### src/rtl/pulse_collector.sv
// Rising-edge collector for the demux Y/Z lines: per-channel edge counters plus an ordered tag FIFO
// drained by valid/ready. Optional per-entry timestamps under PULSE_COLLECTOR_TIMESTAMP_EN.
module pulse_collector #(
    parameter int DEPTH = 4,
    parameter int CNT_W = 8,
    parameter int TS_W  = 16
) (
    input  logic                     clock,
    input  logic                     reset_n,
    input  logic                     y_in,
    input  logic                     z_in,
    input  logic                     out_ready,
    output logic                     out_valid,
    output logic                     out_chan,
`ifdef PULSE_COLLECTOR_TIMESTAMP_EN
    output logic [TS_W-1:0]          out_time,
`endif
    output logic [$clog2(DEPTH):0]   level,
    output logic [CNT_W-1:0]         y_count,
    output logic [CNT_W-1:0]         z_count,
    output logic                     overflow
);

    localparam int AW = $clog2(DEPTH);

    logic              y_q, z_q;
    logic [AW:0]       wr_ptr, rd_ptr;
    logic              mem_chan [DEPTH];
`ifdef PULSE_COLLECTOR_TIMESTAMP_EN
    logic [TS_W-1:0]   ts;
    logic [TS_W-1:0]   mem_time [DEPTH];
`endif

    logic              y_edge, z_edge, pop, full;
    logic              push_y, push_z, drop;
    logic [AW+1:0]     space;
    logic [AW-1:0]     widx0, widx1;

    assign level     = wr_ptr - rd_ptr;
    assign out_valid = (wr_ptr != rd_ptr);
    assign out_chan  = mem_chan[rd_ptr[AW-1:0]];
`ifdef PULSE_COLLECTOR_TIMESTAMP_EN
    assign out_time  = mem_time[rd_ptr[AW-1:0]];
`endif

    // A pop frees its slot for writes in the same cycle; Y always claims space before Z.
    always_comb begin
        y_edge = y_in & ~y_q;
        z_edge = z_in & ~z_q;
        pop    = out_valid & out_ready;
        full   = (wr_ptr[AW-1:0] == rd_ptr[AW-1:0]) && (wr_ptr[AW] != rd_ptr[AW]);
        space  = (AW+2)'(DEPTH) - (AW+2)'(level) + (AW+2)'(pop);
        push_y = y_edge & (~full | pop);
        push_z = z_edge & (space > (AW+2)'(push_y));
        drop   = (y_edge & ~push_y) | (z_edge & ~push_z);
        widx0  = wr_ptr[AW-1:0];
        widx1  = wr_ptr[AW-1:0] + AW'(push_y);
    end

    always_ff @(posedge clock or negedge reset_n) begin
        if (!reset_n) begin
            y_q      <= 1'b0;
            z_q      <= 1'b0;
            wr_ptr   <= '0;
            rd_ptr   <= '0;
            y_count  <= '0;
            z_count  <= '0;
            overflow <= 1'b0;
        end else begin
            y_q      <= y_in;
            z_q      <= z_in;
            wr_ptr   <= wr_ptr + (AW+1)'(push_y) + (AW+1)'(push_z);
            rd_ptr   <= rd_ptr + (AW+1)'(pop);
            y_count  <= y_count + CNT_W'(y_edge);
            z_count  <= z_count + CNT_W'(z_edge);
            if (drop)
                overflow <= 1'b1;
        end
    end

    always_ff @(posedge clock or negedge reset_n) begin
        if (!reset_n) begin
            for (int unsigned i = 0; i < DEPTH; i++)
                mem_chan[i] <= 1'b0;
        end else begin
            if (push_y)
                mem_chan[widx0] <= 1'b0;
            if (push_z)
                mem_chan[widx1] <= 1'b1;
        end
    end

`ifdef PULSE_COLLECTOR_TIMESTAMP_EN
    always_ff @(posedge clock or negedge reset_n) begin
        if (!reset_n) begin
            ts <= '0;
            for (int unsigned i = 0; i < DEPTH; i++)
                mem_time[i] <= '0;
        end else begin
            ts <= ts + 1'b1;
            if (push_y)
                mem_time[widx0] <= ts;
            if (push_z)
                mem_time[widx1] <= ts;
        end
    end
`endif

endmodule

### config.mk
export PLATFORM = sky130hd
export DESIGN_NAME = pulse_collector
export DESIGN_NICKNAME = d
export VERILOG_FILES = /design/src/rtl/pulse_collector.sv
export SDC_FILE = /design/constraint.sdc
export NUM_CORES = 1
export LEC_CHECK = 0
export ABC_CLOCK_PERIOD_IN_PS = 6900
export CORE_UTILIZATION = 54
export CTS_CLUSTER_SIZE = 24
export DETAILED_ROUTE_END_ITERATION = 8
export PLACE_DENSITY = 0.83
export SETUP_SLACK_MARGIN = 0.5
export SYNTH_ARGS = -nofsm -noshare
export SYNTH_HDL_FRONTEND = slang
export SYNTH_SLANG_ARGS = --single-unit
export TNS_END_PERCENT = 20
### constraint.sdc
create_clock -name clock -period 6.9 [get_ports clock]
set_input_delay 1.38 -clock clock [delete_from_list [all_inputs] [get_ports clock]]
set_output_delay 1.38 -clock clock [all_outputs]
set_load 0.05 [all_outputs]
==> results by group, run 1 <==
Outcome
  • Outcome: complete, no violations

Synth
  • Async S/R FF share, synth: 100.0%
  • Post-synthesis compound-gate area fraction: 5.909%
  • Synth top cells by count: 29 x dfrtp_1, 13 x ha_1, 11 x inv_1
  • Synth top area cells: dfrtp_1 52%, ha_1 12%, xnor2_1 5.6%
  • XOR/XNOR share of the synthesized area: 12.26%
  • Most instantiated library cell after synthesis: dfrtp_1
  • Post-synth EDFFs: 0
  • Syn Std Cell Area: 1398 sq um
  • Largest family of logic cells by synthesized area: adder cells
  • Yosys reg bits: 29
  • Simple-Gate Fraction of Synth Area: 10.83%
  • Post-synth top area share: 51.92%
  • Primary FF master, synth: dfrtp_1
  • Post-Synth Adder-Cell Area: 14.50%
  • YS warnings: 0
  • Post-Syn Nets: 134
  • Sequential-to-total area share from yosys stat: 51.92%
  • Syn avg cell area: 12.26 sq um
  • Mux cell area share after synthesis: 1.611%
  • Mapped Cells: 114
  • Count of different cell masters after synthesis: 23
  • Cell taking the most area after synthesis: dfrtp_1

Die
  • Rows: 18
  • Placeable Area: 2455 sq um
  • Chip Height: 52.88 um
  • Initial Utilization: 56.93%
  • Die area: 2796 sq um
  • Chip Width: 52.88 um
  • Ports: 27

Route
  • Routed WL: 2402 um
  • Routed length per instance: 13.42 um
  • Post-DRT Antenna Nets: 0
  • Iteration-0 DRC Markers: 16
  • Vias/cell: 5.235
  • Detailed-route via count: 937
  • DR DRC count: 0
  • First-pass iteration count of the detailed router: 4

Clocking
  • Clock root cell: clkbuf_4
  • CTS tree: built
  • # clock sinks: 29
  • Setup Buffers After CTS: 0
  • Post-CTS Resized: 0
  • Htree depth: 2
  • Clk slew on worst S/H paths: 90 ps
  • Later-pin clock latency in the skew report: 320 ps
  • CTS Buf Count: 5
  • Hold Buf Count CTS: 0
  • CTS max path bufs: 2

Timing
  • Worst Slack Setup Final: 2930 ps
  • Crit share post-route: 57.54%
  • Final Skew: 4.414 ps
  • Slew HR: 56.53%
  • Final hold slack: 475.6 ps
  • Fmax: 251.9 MHz
  • Final Slew Violations: 0
  • Fin. Hold Viols: 0
  • Final setup fails: 0
  • Final min period: 3970 ps
  • Worst slew pin tran: 647.1 ps
  • RSZ-0062 raised after global routing: no
  • Final setup TNS: 0 ps

Worst setup path
  • CP max FO: 4
  • Worst EP arrival: 2590 ps
  • Critical Path RT: 5520 ps
  • Worst R2R Path Depth: 13
  • CP startpoint kind: flop
  • CP endpoint kind: output port
  • Crit Path Category: reg -> out

Job
  • Total of max-cap violations: 0

Placed design
  • Inst Count DP: 171
  • I/O Buffers: 26
  • Post-DP HPWL: 1842 um
  • Gp weighted congestion: 0.9418
  • DP Worst Slack: 2792 ps

Global route
  • Number of global-route vias before repair: 924
  • Total GRT Usage: 20.67%
  • Initial antenna violation count: 0
  • First-pass GRT wire length: 4002 um
  • Grt ovf: 0
  • Largest net degree at the start of global routing: 30

Cells and area
  • Antenna cells: 0
  • Share of cells above drive strength 1: 7.383%
  • Final non-filler cell total: 179
  • Nets: 168
  • Area Overhead vs Synth: 27.93%

Hold path
  • Hold-critical path depth: 1
  • Hold Crit Class: reg -> reg
==> kinds of logic (layout without fill, tap and decap cells) <==
logic type / Yosys count / count (layout)
xor gates and xnor gates: 18 / 18
and+or+nand+nor: 30 / 30
buffers and inverters: 11 / 46
adders and majority gates: 15 / 15
AOI/OAI and AO/OA: 10 / 10
muxes: 1 / 1
DFF: 29 / 29
==> critical path: stages, from the launching register on <==
cell and delay [ps]:
dfrtp_1 420, inv_1 170, ha_1 170, inv_1 50, fa_1 370, xnor3_1 270, clkdlybuf4s50_1 820
==> per-stage QoR <==
stage,utilization [%],area [sq um]
after floorplan,-,1398
after global placement,69.37,1703
after detailed placement,69.37,1703
after CTS,72.83,1788
after global routing,72.83,1788
final,72.83,1788
==> path summary, 6_finish.rpt <==
path,startpoint,end,slack (ps)
setup reg to reg,wr_ptr[0]$_DFF_PN0_,wr_ptr[2]$_DFF_PN0_,3730
max in group asynchronous,reset_n,y_count[6]$_DFF_PN0_,5210
setup / recovery,wr_ptr[0]$_DFF_PN0_,level[2],2930
hold reg to reg,z_count[7]$_DFF_PN0_,z_count[7]$_DFF_PN0_,480
min in group asynchronous,reset_n,y_count[3]$_DFF_PN0_,1430
hold / removal,z_count[7]$_DFF_PN0_,z_count[7]$_DFF_PN0_,480
==> area by class of cell <==
cell class	count	area [sq um]
clock buffer	7	55.05
sequential	29	725.7
tap	30	37.54
timing repair buffer	27	267.8
inverter	11	41.29
multi-input combinational	74	630.6
fill	178	666.9
clock inverter	1	30.03
==> flip-flops by register name, indices dropped and copies added (netlist names) <==
signal / cells
mem_chan: 4
overflow: 1
rd_ptr: 3
wr_ptr: 3
y_count: 8
y_q: 1
z_count: 8
z_q: 1
==> placed cells by master, fill, tap and decap left out, drive strengths merged, types with 2 or more instances in the layout <==
cell            n
dfrtp          29
clkdlybuf4s50  26
ha             13
inv            11
xnor2           9
nand3           8
nand2           8
xor2            8
clkbuf          7
nor2            4
o21ai           4
nor2b           2
nand2b          2
nand4           2
o41ai           2
o31ai           2
fa              2
==> metal layers <==
layer,global-route usage [%],routed length [um]
met1,25.38,1029
met2,32.70,1182
met3,8.621,156
met4,7.018,34
met5,0,0
Power of run 1 is left out: the tool's default activity adds up to more than one toggle a clock period on the data nets, which glitch-free logic cannot reach.
==> run 2, diff against run 1 <==
- ABC_CLOCK_PERIOD_IN_PS: 6900 -> 3400
- CORE_UTILIZATION: 54 -> 46
- PLACE_DENSITY: 0.83 -> 0.75
- clock period: 6.9 -> 3.4 ns (I/O delays scaled with it)
==> run 2 against run 1 <==
Effect of this change: the run now ends with design-rule violations left; setup slack worse by 2400 ps; utilization is 6.8 points lower; sequential cell count stayed put; routed wire length is 5.6% higher; cell area is 4.5% higher; register-to-register slack worse by 3200 ps; clock-buffer cell count is 2 lower; critical path type unchanged; worst hold slack better by 3.0 ps; sequential share of layout area is 1.7 points lower; first-iteration DRC count is 6.3% lower; non-clock buffer count is 3 higher.
==> results by group, run 2 (same netlist as run 1, synthesis figures left out) <==
Cells and area
  • Most frequent cells in the layout: 28 x dfrtp_1, 24 x clkdlybuf4s50_1, 10 x ha_1
  • Nets: 171
  • Antenna cells: 0
  • Top flop regs: y_count: 8 flops, z_count: 8 flops, mem_chan: 4 flops
  • Share of cells above drive strength 1: 17.11%
  • Fin util: 66.08%
  • Area Overhead vs Synth: 33.75%
  • Most common library cell in the layout ignoring fill and taps: dfrtp_1

Timing
  • Fmax: 349.9 MHz
  • Worst slew pin tran: 497.2 ps
  • RSZ-0062 raised after global routing: yes
  • Final Slew Violations: 0
  • Fin. Hold Viols: 0
  • Crit share post-route: 84.07%
  • Final setup fails: 0
  • Final Skew: 10.50 ps
  • Final min period: 2858 ps
  • Slew HR: 66.75%
  • Final setup TNS: 0 ps

Global route
  • First-pass GRT wire length: 4305 um
  • Number of global-route vias before repair: 966
  • Total GRT Usage: 18.01%
  • Grt ovf: 0
  • Initial antenna violation count: 0
  • Largest net degree at the start of global routing: 30

Hold path
  • Worst hold start: y_count[7]$_DFF_PN0_
  • Hold Crit Class: reg -> reg
  • Worst Hold End: y_count[7]$_DFF_PN0_
  • Hold-critical path depth: 1

Clocking
  • Later-pin clock latency in the skew report: 330 ps
  • CTS tree: built
  • Clock root cell: clkbuf_4
  • # clock sinks: 29
  • CTS max path bufs: 2
  • CTS Buf Count: 5
  • Clk slew on worst S/H paths: 100 ps
  • Htree depth: 2
  • Hold Buf Count CTS: 0

Die
  • Ports: 27
  • Initial Utilization: 49.40%
  • Chip Width: 57.12 um
  • Die area: 3263 sq um
  • Chip Height: 57.12 um
  • Placeable Area: 2829 sq um
  • Rows: 19

Worst setup path
  • Critical Path RT: 2720 ps
  • Reg2Reg Capture Point: wr_ptr[2]$_DFF_PN0_
  • Worst R2R Path Depth: 13
  • Critical Path Start: wr_ptr[0]$_DFF_PN0_
  • Crit Path Category: reg -> out
  • Worst EP arrival: 2180 ps
  • CP max FO: 4
  • Reg2reg setup slack: 550 ps
  • Reg2reg start: wr_ptr[0]$_DFF_PN0_
  • CP startpoint kind: flop
  • CP endpoint kind: output port

Route
  • Routed WL: 2536 um
  • Vias/cell: 5.257
  • Routed length per instance: 13.86 um
  • Detailed-route via count: 962
  • Iteration-0 DRC Markers: 15
  • First-pass iteration count of the detailed router: 6
  • Post-DRT Antenna Nets: 0
  • DR DRC count: 4

Placed design
  • Post-DP HPWL: 1934 um
  • I/O Buffers: 26
  • Gp weighted congestion: 0.8768

Outcome
  • Outcome: complete, but fails checks
  • Failing checks: design-rule violations

Job
  • Total of max-cap violations: 0
-- run 2: metal layers --
layer	global-route usage (%)	vias to the layer above	routed length [um]
met5	0	-	0
met4	7.317	0	37
met3	6.122	4	105
met2	28.07	22	1230
met1	23.23	475	1162
li1	-	461	-
-- run 2: what timing repair did --
item                                    in CTS  in global routing
resized for setup                            2                  3
buffers inserted                             0                  2
endpoints found under the setup margin       2                  5
pin swaps                                    0                  1
-- run 2: worst max path at each step --
stage	end	slack, ps	cells after the start
after global routing	wr_ptr[2]$_DFF_PN0_	420	13
final	level[1]	540	5
after detailed placement	wr_ptr[2]$_DFF_PN0_	380	12
after floorplan	wr_ptr[1]$_DFF_PN0_	500	11
after global placement	wr_ptr[1]$_DFF_PN0_	440	10
after CTS	level[2]	460	6
-- run 2: layout make-up --
class	count	area, sq um
Clock buffer	5	37.54
Inverter	11	41.29
Fill cell	235	959.7
Clock inverter	3	65.06
Timing Repair Buffer	30	284.0
Sequential cell	29	726.9
Multi-Input combinational cell	74	675.6
Tap cell	31	38.79
-- run 2: per-stage QoR --
step           area (sq um)  instances  hold WS [ps]  setup WS, ps
2_1_floorplan          1443        114         384.4         496.2
3_3_place_gp           1757        173         461.6         438.7
3_5_place_dp           1757        173         471.0         380.1
4_1_cts                1857        181         488.8         460.8
5_1_grt                1869        183         504.7         420.2
6_report               1869        183         478.6         541.8
-- run 2: critical path, cell delays in order, from the launching register on --
cell and delay [ps]:
dfrtp_1 440, inv_2 140, ha_4 140, inv_1 50, fa_2 550, dlygate4sd2_1 530
Power of run 2 is left out for the same reason.
==> run 3, diff against run 2 <==
- ABC_CLOCK_PERIOD_IN_PS: 3400 -> 2550
- clock period: 3.4 -> 2.55 ns (I/O delays scaled with it)
==> run 3 against run 2 <==
Effect of this change: the run ends with design-rule violations, negative setup slack left; cell count is 7.7% higher; register-to-register slack worse by 640 ps; critical path depth is 8 higher; critical path type is now reg -> reg.
==> results by group, run 3 (same netlist as run 1, synthesis figures left out) <==
Outcome
  • Outcome: complete, but fails checks
  • Failing checks: design-rule violations, negative setup slack

Route
  • Routed length per instance: 14.71 um
  • First-pass iteration count of the detailed router: 8
  • Routed WL: 2898 um
  • DR DRC count: 2
  • Detailed-route via count: 1,046
  • Post-DRT Antenna Nets: 0
  • Iteration-0 DRC Markers: 48
  • Vias/cell: 5.310

Die
  • Ports: 27
  • Die area: 3263 sq um
  • Chip Height: 57.12 um
  • Chip Width: 57.12 um
  • Rows: 19
  • Placeable Area: 2829 sq um
  • Initial Utilization: 49.40%

Placed design
  • Gp weighted congestion: 0.8389
  • Post-DP HPWL: 2173 um
  • I/O Buffers: 26

Job
  • Total of max-cap violations: 0

Timing
  • Crit share post-route: 103.5%
  • RSZ-0062 raised after global routing: yes
  • Final Slew Violations: 0
  • Fmax: 379.0 MHz
  • Fin. Hold Viols: 0
  • Worst slew pin tran: 491.4 ps
  • Final hold slack: 475.9 ps
  • Slew HR: 66.81%
  • Final setup fails: 3
  • Final min period: 2638 ps
  • Final Skew: 6.451 ps
  • Worst Slack Setup Final: -88.38 ps

Global route
  • Global Route met1 Usage: 25.76%
  • Initial antenna violation count: 0
  • Grt ovf: 0
  • First-pass GRT wire length: 5119 um
  • Total GRT Usage: 21.26%
  • Met3 Use GR: 6.576%
  • GRT busiest layer: met2
  • Number of global-route vias before repair: 1,113
  • Largest net degree at the start of global routing: 30
  • Met2 global-route usage: 36.47%

Cells and area
  • Area of the multi-input gates: 757.0 sq um
  • Share of cells above drive strength 1: 34.94%
  • Area Overhead vs Synth: 47.45%
  • Most common library cell in the layout ignoring fill and taps: dfrtp_1
  • Nets: 186
  • Most frequent cells in the layout: 28 x dfrtp_1, 17 x buf_4, 9 x dlygate4sd2_1
  • Top flop regs: y_count: 8 flops, z_count: 8 flops, mem_chan: 4 flops
  • FF/Latch Area: 726.9 sq um
  • Number of fillers in the final layout: 194
  • Antenna cells: 0

Clocking
  • Later-pin clock latency in the skew report: 310 ps
  • CTS tree: built
  • Htree depth: 2
  • Clock root cell: clkbuf_4
  • Clk slew on worst S/H paths: 80 ps
  • CTS max path bufs: 2
  • CTS Buf Count: 5
  • # clock sinks: 29

Worst setup path
  • Critical Path, Cell by Cell: inv_2 > ha_4 > inv_2 > fa_2 > inv_2 > ha_4 > or2_4 > a211oi_4 > nand2b_4 > fa_2 > inv_2 > ha_4 > xor2_1
  • Critical Path RT: 2750 ps
  • CP max stage delay: 550 ps
  • CP endpoint kind: flop
  • Worst EP arrival: 2840 ps
  • CP max FO: 2
  • Crit Path Category: reg -> reg
  • CP max-delay cell: fa_2
  • Most used cell, CP: inv_2
  • CP startpoint kind: flop

Hold path
  • Hold Crit Class: reg -> reg
==> run 3: changes by cell type in the layout (fill, tap and decap cells not counted), sizes merged <==
| cell | previous run | this run |
|---|---|---|
| dlymetal6s2s | 0 | 6 |
| clkbuf | 6 | 7 |
| buf | 4 | 23 |
| bufinv | 2 | 0 |
| dlygate4sd2 | 1 | 9 |
| clkinv | 1 | 0 |
| clkdlybuf4s15 | 0 | 1 |
| clkdlybuf4s50 | 24 | 6 |
==> run 3: timing repair <==
| item | 4_1_cts | 5_1_grt |
|---|---|---|
| pin swaps | 7 | 5 |
| setup endpoints to repair | 21 | 17 |
| gates resized for setup | 32 | 15 |
| hold buffers | 0 | 0 |
| buffers inserted | 2 | 1 |
==> run 3: worst paths after layout <==
kind | startpoint | depth (start not counted) | slack (ps) | to
setup / recovery | wr_ptr[0]$_DFF_PN0_ | 13 | -90 | wr_ptr[2]$_DFF_PN0_
hold / removal | y_count[7]$_DFF_PN0_ | 1 | 480 | y_count[7]$_DFF_PN0_
setup reg to reg | wr_ptr[0]$_DFF_PN0_ | 13 | -90 | wr_ptr[2]$_DFF_PN0_
hold reg to reg | y_count[7]$_DFF_PN0_ | 1 | 480 | y_count[7]$_DFF_PN0_
max in group asynchronous | reset_n | 2 | 1680 | wr_ptr[1]$_DFF_PN0_
min in group asynchronous | reset_n | 2 | 570 | y_count[2]$_DFF_PN0_
==> run 3: area by class of cell <==
class                   instances  area share (%)
flip-flops and latches         29           35.28
multi-input cells              74           36.73
well taps                      31           1.882
clock buffers                   7           2.672
repair buffers                 45           21.43
inverters                      11           2.004
==> run 3: through the flow <==
stage / setup TNS (ps) / instance area [sq um] / util, % / std cells / worst slack (ps)
global route: -307.4 / 2061 / 72.84 / 197 / -161.2
CTS: -65.91 / 2003 / 70.81 / 196 / -65.91
global placement: -465.3 / 1903 / 67.27 / 187 / -179.8
finish: -110.1 / 2061 / 72.84 / 197 / -88.38
floorplan: -847.0 / 1466 / - / 114 / -336.4
detailed placement: -694.6 / 1903 / 67.27 / 187 / -274.9
==> run 3: critical path, delay by kind of cell (launching register included) <==
kind / cells / cell delay (ps)
AOI/OAI and AO/OA: 1 / 230
xor gates and xnor gates: 1 / 130
adders and majority gates: 5 / 1150
buffers and inverters: 4 / 210
DFF: 1 / 400
and+or+nand+nor: 2 / 400
==> run 3: per-layer routing <==
layer  up-vias  part of all wire, %
li1        494                    -
met5         -                    0
met2        32                   51
met4         0                  2.1
met1       512                   42
met3         8                  4.6
Power of run 3 is left out for the same reason.
